**config.mk**
```make
export PLATFORM = sky130hd
export DESIGN_NAME = card_dealer
export DESIGN_NICKNAME = d
export VERILOG_FILES = /design/src/rtl/card_pkg.sv /design/src/rtl/lfsr16.sv /design/src/rtl/card_dealer.sv
export SDC_FILE = /design/constraint.sdc
export NUM_CORES = 1
export LEC_CHECK = 0
export BUFFER_PORTS_ARGS = -buffer_cell sky130_fd_sc_hd__buf_2
export CAP_MARGIN = 20
export CELL_PAD_IN_SITES_DETAIL_PLACEMENT = 1
export CELL_PAD_IN_SITES_GLOBAL_PLACEMENT = 2
export CORE_MARGIN = 1.5
export CORE_UTILIZATION = 41
export CTS_CLUSTER_SIZE = 30
export DETAILED_ROUTE_END_ITERATION = 6
export GPL_TIMING_DRIVEN = 0
export PLACE_DENSITY_LB_ADDON = 0.15
export RECOVER_POWER = 25
export SLEW_MARGIN = 25
export SYNTH_ARGS = -nofsm -noshare
export SYNTH_HDL_FRONTEND = slang
export SYNTH_HIERARCHICAL = 1
export SYNTH_SLANG_ARGS = --single-unit
export TNS_END_PERCENT = 5
```
**constraint.sdc**
```tcl
create_clock -name Clock -period 3.5 [get_ports Clock]
set_input_delay 0.875 -clock Clock [delete_from_list [all_inputs] [get_ports Clock]]
set_output_delay 0.875 -clock Clock [all_outputs]
set_load 0.05 [all_outputs]
```
**src/rtl/card_pkg.sv**
```systemverilog
// Shared constants, state encoding and card-value helper for the blackjack card source.
package card_pkg;

    localparam int DECK_SIZE  = 52;
    localparam int RANKS      = 13;
    localparam int FACE_VALUE = 10;
    localparam int CARD_W     = 5;
    localparam int IDX_W      = 6;

    localparam logic [IDX_W-1:0] FULL_CNT = IDX_W'(DECK_SIZE);
    localparam logic [IDX_W-1:0] LAST_IDX = IDX_W'(DECK_SIZE - 1);

    // Taps for x^16+x^14+x^13+x^11+1 on a left-shifting Fibonacci register.
    localparam logic [15:0] LFSR_TAPS = 16'hB400;

    typedef enum logic {
        IDLE  = 1'b0,
        PROBE = 1'b1
    } state_e;

    function automatic logic [CARD_W-1:0] rank_value(input logic [IDX_W-1:0] idx,
                                                     input logic [CARD_W-1:0] ace_val);
        logic [IDX_W-1:0] rank;
        if (idx >= IDX_W'(3 * RANKS))      rank = idx - IDX_W'(3 * RANKS);
        else if (idx >= IDX_W'(2 * RANKS)) rank = idx - IDX_W'(2 * RANKS);
        else if (idx >= IDX_W'(RANKS))     rank = idx - IDX_W'(RANKS);
        else                               rank = idx;

        if (rank == '0)              return ace_val;
        else if (rank < IDX_W'(10))  return CARD_W'(rank + IDX_W'(1));
        else                         return CARD_W'(FACE_VALUE);
    endfunction

endpackage

```
**src/rtl/lfsr16.sv**
```systemverilog
// Free-running 16-bit Fibonacci LFSR; advances every clock, reset loads SEED (must be nonzero).
module lfsr16
    import card_pkg::*;
#(
    parameter logic [15:0] SEED = 16'hACE1
) (
    input  logic        Clock,
    input  logic        reset_n,
    output logic [15:0] q
);

    logic [15:0] lfsr_q;
    logic [15:0] lfsr_d;

    assign lfsr_d = {lfsr_q[14:0], ^(lfsr_q & LFSR_TAPS)};

    always_ff @(posedge Clock or negedge reset_n) begin
        if (!reset_n) lfsr_q <= SEED;
        else          lfsr_q <= lfsr_d;
    end

    assign q = lfsr_q;

endmodule

```
**src/rtl/card_dealer.sv**
```systemverilog
// Draws cards without replacement from a 52-card deck and strobes the blackjack value.
// Optional build macro CARD_DEALER_AUTO_SHUFFLE_EN: a request on an empty deck reshuffles and deals.
module card_dealer
    import card_pkg::*;
#(
    parameter logic [15:0] LFSR_SEED = 16'hACE1,
    parameter int unsigned ACE_VALUE = 1
) (
    input  logic              Clock,
    input  logic              reset_n,
    input  logic              req,
    input  logic              shuffle,
    output logic [CARD_W-1:0] card,
    output logic              card_valid,
    output logic              busy,
    output logic [IDX_W-1:0]  cards_left,
    output logic              deck_empty
);

    localparam logic [CARD_W-1:0] ACE_V = CARD_W'(ACE_VALUE);

    state_e                 state_q, state_d;
    logic [DECK_SIZE-1:0]   dealt_q, dealt_d;
    logic [IDX_W-1:0]       idx_q, idx_d;
    logic [CARD_W-1:0]      card_q, card_d;
    logic                   card_valid_q, card_valid_d;
    logic [IDX_W-1:0]       cards_left_q, cards_left_d;
    logic                   deck_empty_q, deck_empty_d;

    logic [15:0]            lfsr;
    logic [IDX_W-1:0]       draw_idx;
    logic                   unused_lfsr_bits;

    lfsr16 #(
        .SEED(LFSR_SEED)
    ) u_lfsr (
        .Clock  (Clock),
        .reset_n(reset_n),
        .q      (lfsr)
    );

    // Fold the 6-bit random draw into 0..51; slight bias toward low indices is acceptable.
    assign draw_idx = (lfsr[IDX_W-1:0] >= FULL_CNT) ? (lfsr[IDX_W-1:0] - FULL_CNT)
                                                    : lfsr[IDX_W-1:0];
    assign unused_lfsr_bits = ^lfsr[15:IDX_W];

    always_ff @(posedge Clock or negedge reset_n) begin
        if (!reset_n) state_q <= IDLE;
        else          state_q <= state_d;
    end

    always_ff @(posedge Clock or negedge reset_n) begin
        if (!reset_n) begin
            dealt_q      <= '0;
            idx_q        <= '0;
            card_q       <= '0;
            card_valid_q <= 1'b0;
            cards_left_q <= FULL_CNT;
            deck_empty_q <= 1'b0;
        end else begin
            dealt_q      <= dealt_d;
            idx_q        <= idx_d;
            card_q       <= card_d;
            card_valid_q <= card_valid_d;
            cards_left_q <= cards_left_d;
            deck_empty_q <= deck_empty_d;
        end
    end

    always_comb begin
        state_d      = state_q;
        dealt_d      = dealt_q;
        idx_d        = idx_q;
        card_d       = card_q;
        card_valid_d = 1'b0;
        cards_left_d = cards_left_q;
        deck_empty_d = deck_empty_q;

        case (state_q)
            IDLE: begin
                if (shuffle) begin
                    dealt_d      = '0;
                    cards_left_d = FULL_CNT;
                    deck_empty_d = 1'b0;
                end else if (req) begin
                    if (cards_left_q != '0) begin
                        idx_d   = draw_idx;
                        state_d = PROBE;
                    end
`ifdef CARD_DEALER_AUTO_SHUFFLE_EN
                    else begin
                        dealt_d      = '0;
                        cards_left_d = FULL_CNT;
                        deck_empty_d = 1'b0;
                        idx_d        = draw_idx;
                        state_d      = PROBE;
                    end
`endif
                end
            end
            PROBE: begin
                if (shuffle) begin
                    dealt_d      = '0;
                    cards_left_d = FULL_CNT;
                    deck_empty_d = 1'b0;
                    state_d      = IDLE;
                end else if (!dealt_q[idx_q]) begin
                    dealt_d[idx_q] = 1'b1;
                    card_d         = rank_value(idx_q, ACE_V);
                    card_valid_d   = 1'b1;
                    cards_left_d   = cards_left_q - IDX_W'(1);
                    deck_empty_d   = (cards_left_q == IDX_W'(1));
                    state_d        = IDLE;
                end else begin
                    // Linear probe; always terminates since at least one card remains.
                    idx_d = (idx_q == LAST_IDX) ? '0 : idx_q + IDX_W'(1);
                end
            end
            default: state_d = IDLE;
        endcase
    end

    always_comb begin
        busy       = (state_q == PROBE);
        card       = card_q;
        card_valid = card_valid_q;
        cards_left = cards_left_q;
        deck_empty = deck_empty_q;
    end

endmodule

```
==> impl_metrics.env, run 1 <==
export IMPL_outcome="finished, final reports clean"
export IMPL_initialDrtViolationCount=235
export IMPL_io_buffers=17
export IMPL_slew_headroom_pct=14.9
export IMPL_critPathCaptureType="flop"
export IMPL_syn_area_um2=4730
export IMPL_cp_arrival_ns=3.61
export IMPL_rows=39
export IMPL_cts_root_buf="clkbuf_16"
export IMPL_tns_ns=0
export IMPL_whs_endpoint="u_lfsr/q[15]"
export IMPL_fill_cells=1263
export IMPL_grt_overflow=0
export IMPL_cp_start_kind="flop"
export IMPL_drive_above_1_share_pct=17.3
export IMPL_avgSynthCellArea_um2=10.2
export IMPL_drtPass1Iterations=4
export IMPL_worstReg2RegStart="idx_q[1]"
export IMPL_drc=0
export IMPL_hold_depth=0
export IMPL_stdcell_area_um2=5350
export IMPL_cts_tree="yes"
export IMPL_cts_sinks=88
export IMPL_place_ws_ns=-0.0587
export IMPL_reg2reg_to="card[2]"
export IMPL_first_global_vias=4100
export IMPL_final_setup_worst_slack_ns=0.159
export IMPL_postSynthCellCount=464
export IMPL_synth_fp_nets=482
export IMPL_leakage_uw=0.00229
export IMPL_worst_path_largest_cell_delay_ns=0.49
export IMPL_dieArea_um2=12200
export IMPL_multi_input_area_um2=2220
export IMPL_clock_path_buffers=2
export IMPL_regArea_um2=2220
export IMPL_hold_viol=0
export IMPL_grt_max_degree=70
export IMPL_place_area_um2=5030
export IMPL_worst_r2r_path_depth=13
export IMPL_clk_latency_ns=0.36
export IMPL_pwr_density_cell_nw_per_um2=700
export IMPL_crit_required_ns=3.77
export IMPL_crit_type="flop to flop"
export IMPL_yosys_warnings=6
export IMPL_critPathTopFamily="compound AO/OA/AOI/OAI gates"
export IMPL_ir_drop_mv=0.400
export IMPL_via_per_inst=6.18
export IMPL_routedWlPerCell_um=23.1
export IMPL_htreeDepth=3
export IMPL_setup_viol=0
export IMPL_path_max_fanout=10
export IMPL_hpwl_mm=10.2
export IMPL_antennaDiodeCount=0
export IMPL_drt_wl_total_mm=14.8
export IMPL_grt_pass1_wl_mm=24.2
export IMPL_place_congestion=0.833
export IMPL_track_usage_pct=25.8
export IMPL_final_util_pct=47.3
export IMPL_worst_slew_pin_slew_ns=1.28
export IMPL_fp_coreArea_um2=11300
export IMPL_antenna_found_initial=0
export IMPL_cts_buffers=9
export IMPL_path_buf_inv=4
export IMPL_die_h_um=110
export IMPL_fin_crit_sh_pct=95.4
export IMPL_drv_cap=0
export IMPL_start_util_pct=41.8
export IMPL_dr_total_vias=3952
export IMPL_fin_crit_ns=3.34
export IMPL_hold_class="flop to flop"
export IMPL_area_delta_synth_final_pct=13.1
export IMPL_critPathSlowestCell="dfrtp_2"
export IMPL_clk_pin_slew_ns=0.07
export IMPL_rsz0062_at_grt="yes"
export IMPL_r2r_slack_ns=0.16
export IMPL_nNetsFinal=510
export IMPL_io_pins=18
export IMPL_die_width_um=110
export IMPL_min_delay_start="u_lfsr/q[14]"
export IMPL_max_freq_mhz=299
export IMPL_path_cells="buf_6 -> buf_2 -> inv_1 -> ha_1 -> nor2b_1 -> o21ai_0 -> a211o_1 -> a221oi_4 -> inv_1 -> ha_1 -> xor2_1 -> or3_1 -> o22ai_1"
export IMPL_skew_ns=0.0139
export IMPL_detail_route_antenna_nets=0
export IMPL_report_final_slew_viol_count=0
## power breakdown
| group | total (µW) | switching, µW | internal [µW] | leakage (µW) |
|---|---|---|---|---|
| registers | 1140 | 63.2 | 1080 | 0.00117 |
| logic | 1580 | 1090 | 494 | 0.000973 |
| clock network | 1020 | 425 | 594 | 0.000149 |
| total | 3750 | 1580 | 2170 | 0.00229 |
## per-stage QoR
stage,instances,hold WS (ns),total power [µW]
floorplan,464,0.331,2230
global placement,624,0.337,2660
CTS,641,0.353,3720
global route,640,0.360,3950
finish,640,0.353,3750
detailed placement,625,0.338,2690
## worst max-delay path by stage
stage | start | to | slack (ns) | cells after the start
final | idx_q[1] | card[2] | 0.16 | 13
after global routing | idx_q[1] | card[2] | -0.01 | 13
after CTS | idx_q[1] | card[1] | 0.01 | 12
after detailed placement | idx_q[1] | card[0] | -0.06 | 12
after global placement | idx_q[1] | card[0] | -0.006 | 12
after floorplan | idx_q[1] | card[2] | 0.68 | 13
## sequential cells by signal, summed over array words and instances (netlist names)
| name | count |
|---|---|
| busy | 1 |
| idx_q | 6 |
| dealt_q | 52 |
| cards_left | 6 |
| deck_empty | 1 |
| u_lfsr/q | 16 |
| card | 5 |
| card_valid | 1 |
## layout by cell type (no fill, tap or decap), types with 4 or more instances in the layout
cell type  count
dfrtp_1       76
nor2_1        71
a41oi_1       28
buf_2         24
a31oi_1       21
clkbuf_1      20
nand2_1       20
inv_1         17
nor3_1        14
ha_1          14
a21oi_1       13
o21ai_0       13
buf_4         11
nor2b_1        9
mux4_2         9
nand3_1        9
dfstp_2        9
clkbuf_16      9
mux2i_1        8
and2_1         6
a211oi_1       5
xnor2_1        5
o2bb2ai_1      5
buf_6          4
a22oi_1        4
o211ai_1       4
## final cells by class
| type | instances | area share (%) |
|---|---|---|
| repair buffers | 18 | 2.08 |
| clock inverters | 4 | 0.958 |
| inverters | 20 | 1.40 |
| plain buffers | 42 | 4.46 |
| flip-flops and latches | 88 | 41.4 |
| multi-input cells | 313 | 41.5 |
| well taps | 143 | 3.34 |
| clock buffers | 12 | 4.79 |
## repair_timing
action	CTS	global route
hold buffers	0	0
resized for setup	1	3
setup buffers	0	0
setup endpoints to repair	3	3
## layer usage
layer	vias to the layer above	GRT usage, %	part of all wire [%]
met3	26	3.84	3.3
met2	85	38.4	46
met1	2082	38.0	48
li1	1759	-	-
met4	0	9.57	2.2
met5	-	0	0
No activity file was read; power rests on OpenSTA's default activity.
==> inputs of run 2 (changes only) <==
--- a/config.mk
+++ b/config.mk
@@ -9,6 +9,7 @@
 export CAP_MARGIN = 20
 export CELL_PAD_IN_SITES_DETAIL_PLACEMENT = 1
 export CELL_PAD_IN_SITES_GLOBAL_PLACEMENT = 2
+export CORE_ASPECT_RATIO = 1.75
 export CORE_MARGIN = 1.5
 export CORE_UTILIZATION = 41
 export CTS_CLUSTER_SIZE = 30
==> run 2 against run 1 <==
The run now ends with capacitance limit, slew limit left. Maximum frequency increased by 2.8%. Global-route usage increased by 0.14 points. Setup slack improved by 0.091 ns. Clock skew decreased by 0.0038 ns. Power decreased by 0.45%. Highest routed layer unchanged.
==> impl_metrics.env, run 2 (same netlist as run 1, synthesis figures left out) <==
export IMPL_outcome="finished with violations"
export IMPL_violations="capacitance limit, slew limit"
export IMPL_power_frac_clock_pct=27.4
export IMPL_drive_above_1_share_pct=16.7
export IMPL_worst_path_largest_cell_delay_ns=0.44
export IMPL_cts_root_buf="clkbuf_16"
export IMPL_hpwl_mm=11.2
export IMPL_clock_path_buffers=2
export IMPL_antenna_found_initial=0
export IMPL_worstReg2RegStart="idx_q[0]"
export IMPL_via_per_inst=6.22
export IMPL_fin_crit_sh_pct=92.8
export IMPL_multi_input_area_um2=2210
export IMPL_p_sw_uw=1580
export IMPL_cts_buffers=9
export IMPL_dr_total_vias=3915
export IMPL_grt_overflow=0
export IMPL_layout_common_cells="dfrtp_1 (76), nor2_1 (71), a41oi_1 (28), buf_2 (23), a31oi_1 (21)"
export IMPL_detail_route_antenna_nets=0
export IMPL_io_pins=18
export IMPL_whs_ns=0.351
export IMPL_worst_r2r_path_depth=13
export IMPL_clk_pin_slew_ns=0.07
export IMPL_regArea_um2=2220
export IMPL_final_util_pct=47.7
export IMPL_final_common_cell="dfrtp_1"
export IMPL_critPathSlowestCell="dfrtp_1"
export IMPL_rows=51
export IMPL_start_util_pct=42.4
export IMPL_pwr_density_cell_nw_per_um2=700
export IMPL_cp_startpoint="idx_q[0]"
export IMPL_rsz0062_at_grt="no"
export IMPL_clk_latency_ns=0.35
export IMPL_drc=0
export IMPL_path_max_fanout=10
export IMPL_skew_ns=0.0100
export IMPL_cp_start_kind="flop"
export IMPL_dieArea_um2=12200
export IMPL_reg2reg_to="card[2]"
export IMPL_die_h_um=145
export IMPL_crit_end="card[2]"
export IMPL_fin_crit_ns=3.25
export IMPL_hold_class="flop to flop"
export IMPL_switching_share_pct=42.3
export IMPL_regMostFlops="dealt_q"
export IMPL_stdcell_area_um2=5330
export IMPL_critPathCaptureType="flop"
export IMPL_routedWlPerCell_um=23.9
export IMPL_track_usage_pct=25.9
export IMPL_die_width_um=84.2
export IMPL_crit_required_ns=3.77
export IMPL_initialDrtViolationCount=173
export IMPL_grt_pass1_wl_mm=24.0
export IMPL_nNetsFinal=510
export IMPL_antennaDiodeCount=0
export IMPL_report_final_slew_viol_count=41
export IMPL_drv_cap=1
export IMPL_r2r_slack_ns=0.25
export IMPL_drtPass1Iterations=4
export IMPL_hold_viol=0
export IMPL_fp_coreArea_um2=11200
export IMPL_path_cells="buf_4 -> buf_6 -> inv_2 -> ha_1 -> nor2b_1 -> o21ai_0 -> a211o_1 -> a221oi_4 -> inv_1 -> ha_1 -> xor2_1 -> or3_1 -> o22ai_1"
export IMPL_p_seq_share_pct=30.7
export IMPL_ir_drop_mv=0.447
export IMPL_total_power_uw=3730
export IMPL_fill_cells=1248
export IMPL_worst_slew_pin_slew_ns=2.38
export IMPL_cts_tree="yes"
export IMPL_cts_sinks=88
export IMPL_leakage_uw=0.00229
export IMPL_area_delta_synth_final_pct=12.6
export IMPL_largest_reg_flops=52
export IMPL_crit_top_cell="ha_1"
export IMPL_crit_type="flop to flop"
export IMPL_tns_ns=0
export IMPL_place_area_um2=5020
export IMPL_io_buffers=17
export IMPL_setup_viol=0
export IMPL_place_congestion=0.897
export IMPL_intPower_uw=2150
export IMPL_cp_arrival_ns=3.52
export IMPL_slew_headroom_pct=-58.4
export IMPL_postCtsSetupRepairBufs=0
export IMPL_first_global_vias=4265
export IMPL_hold_buffers=0
export IMPL_grt_max_degree=49
export IMPL_pwr_share_comb_pct=42.0
export IMPL_max_freq_mhz=308
export IMPL_drt_wl_total_mm=15.0
export IMPL_htreeDepth=3
[run 2: worst max-delay path: cells and delay by family, from the launching register on]
family,cells,cell delay (ns)
buf+inv,4,0.66
xor+xnor,1,0.15
fa+ha+maj,2,0.45
simple gates,2,0.50
compound gates,4,0.95
flops,1,0.44
[run 2: power groups by stage]
stage / Clock (µW) / Combinational [µW] / Sequential [µW]
floorplan: 0 / 966 / 1260
global placement: 0 / 1520 / 1160
detailed placement: 0 / 1550 / 1160
CTS: 1030 / 1560 / 1140
global route: 1070 / 1700 / 1150
finish: 1020 / 1570 / 1140
[run 2: layout make-up]
class / count / share of cell area [%]
Sequential cell: 88 / 41.6
Multi-Input combinational cell: 313 / 41.5
Clock buffer: 10 / 4.48
Buffer: 42 / 4.46
Tap cell: 132 / 3.10
Timing Repair Buffer: 18 / 2.09
Inverter: 20 / 1.41
Clock inverter: 6 / 1.36
[run 2: routing by layer]
| layer | GRT usage [%] | routed length [µm] | vias up |
|---|---|---|---|
| li1 | - | - | 1765 |
| met1 | 29.7 | 5750 | 2011 |
| met2 | 45.5 | 7990 | 94 |
| met3 | 4.38 | 545 | 45 |
| met4 | 13.2 | 746 | 0 |
| met5 | 0 | 0 | - |
[run 2: worst min path at each step]
stage                         to    startpoint  cells after the start  slack, ns
global route        u_lfsr/q[15]  u_lfsr/q[14]                      0       0.37
floorplan            u_lfsr/q[9]   u_lfsr/q[8]                      0       0.33
finish              u_lfsr/q[15]  u_lfsr/q[14]                      0       0.35
detailed placement   u_lfsr/q[9]   u_lfsr/q[8]                      0       0.34
CTS                 u_lfsr/q[15]  u_lfsr/q[14]                      0       0.35
global placement    u_lfsr/q[15]  u_lfsr/q[14]                      0       0.34
[run 2: per-stage QoR]
step / cells / setup WS (ns)
floorplan: 464 / 0.679
global placement: 613 / -0.0244
detailed placement: 614 / -0.108
CTS: 629 / 0.156
global route: 629 / 0.0223
finish: 629 / 0.250
[run 2: repair_timing]
item | 4_1_cts | 5_1_grt
setup endpoints to repair | 3 | 1
gates cloned | 0 | 0
gates resized for setup | 1 | 1
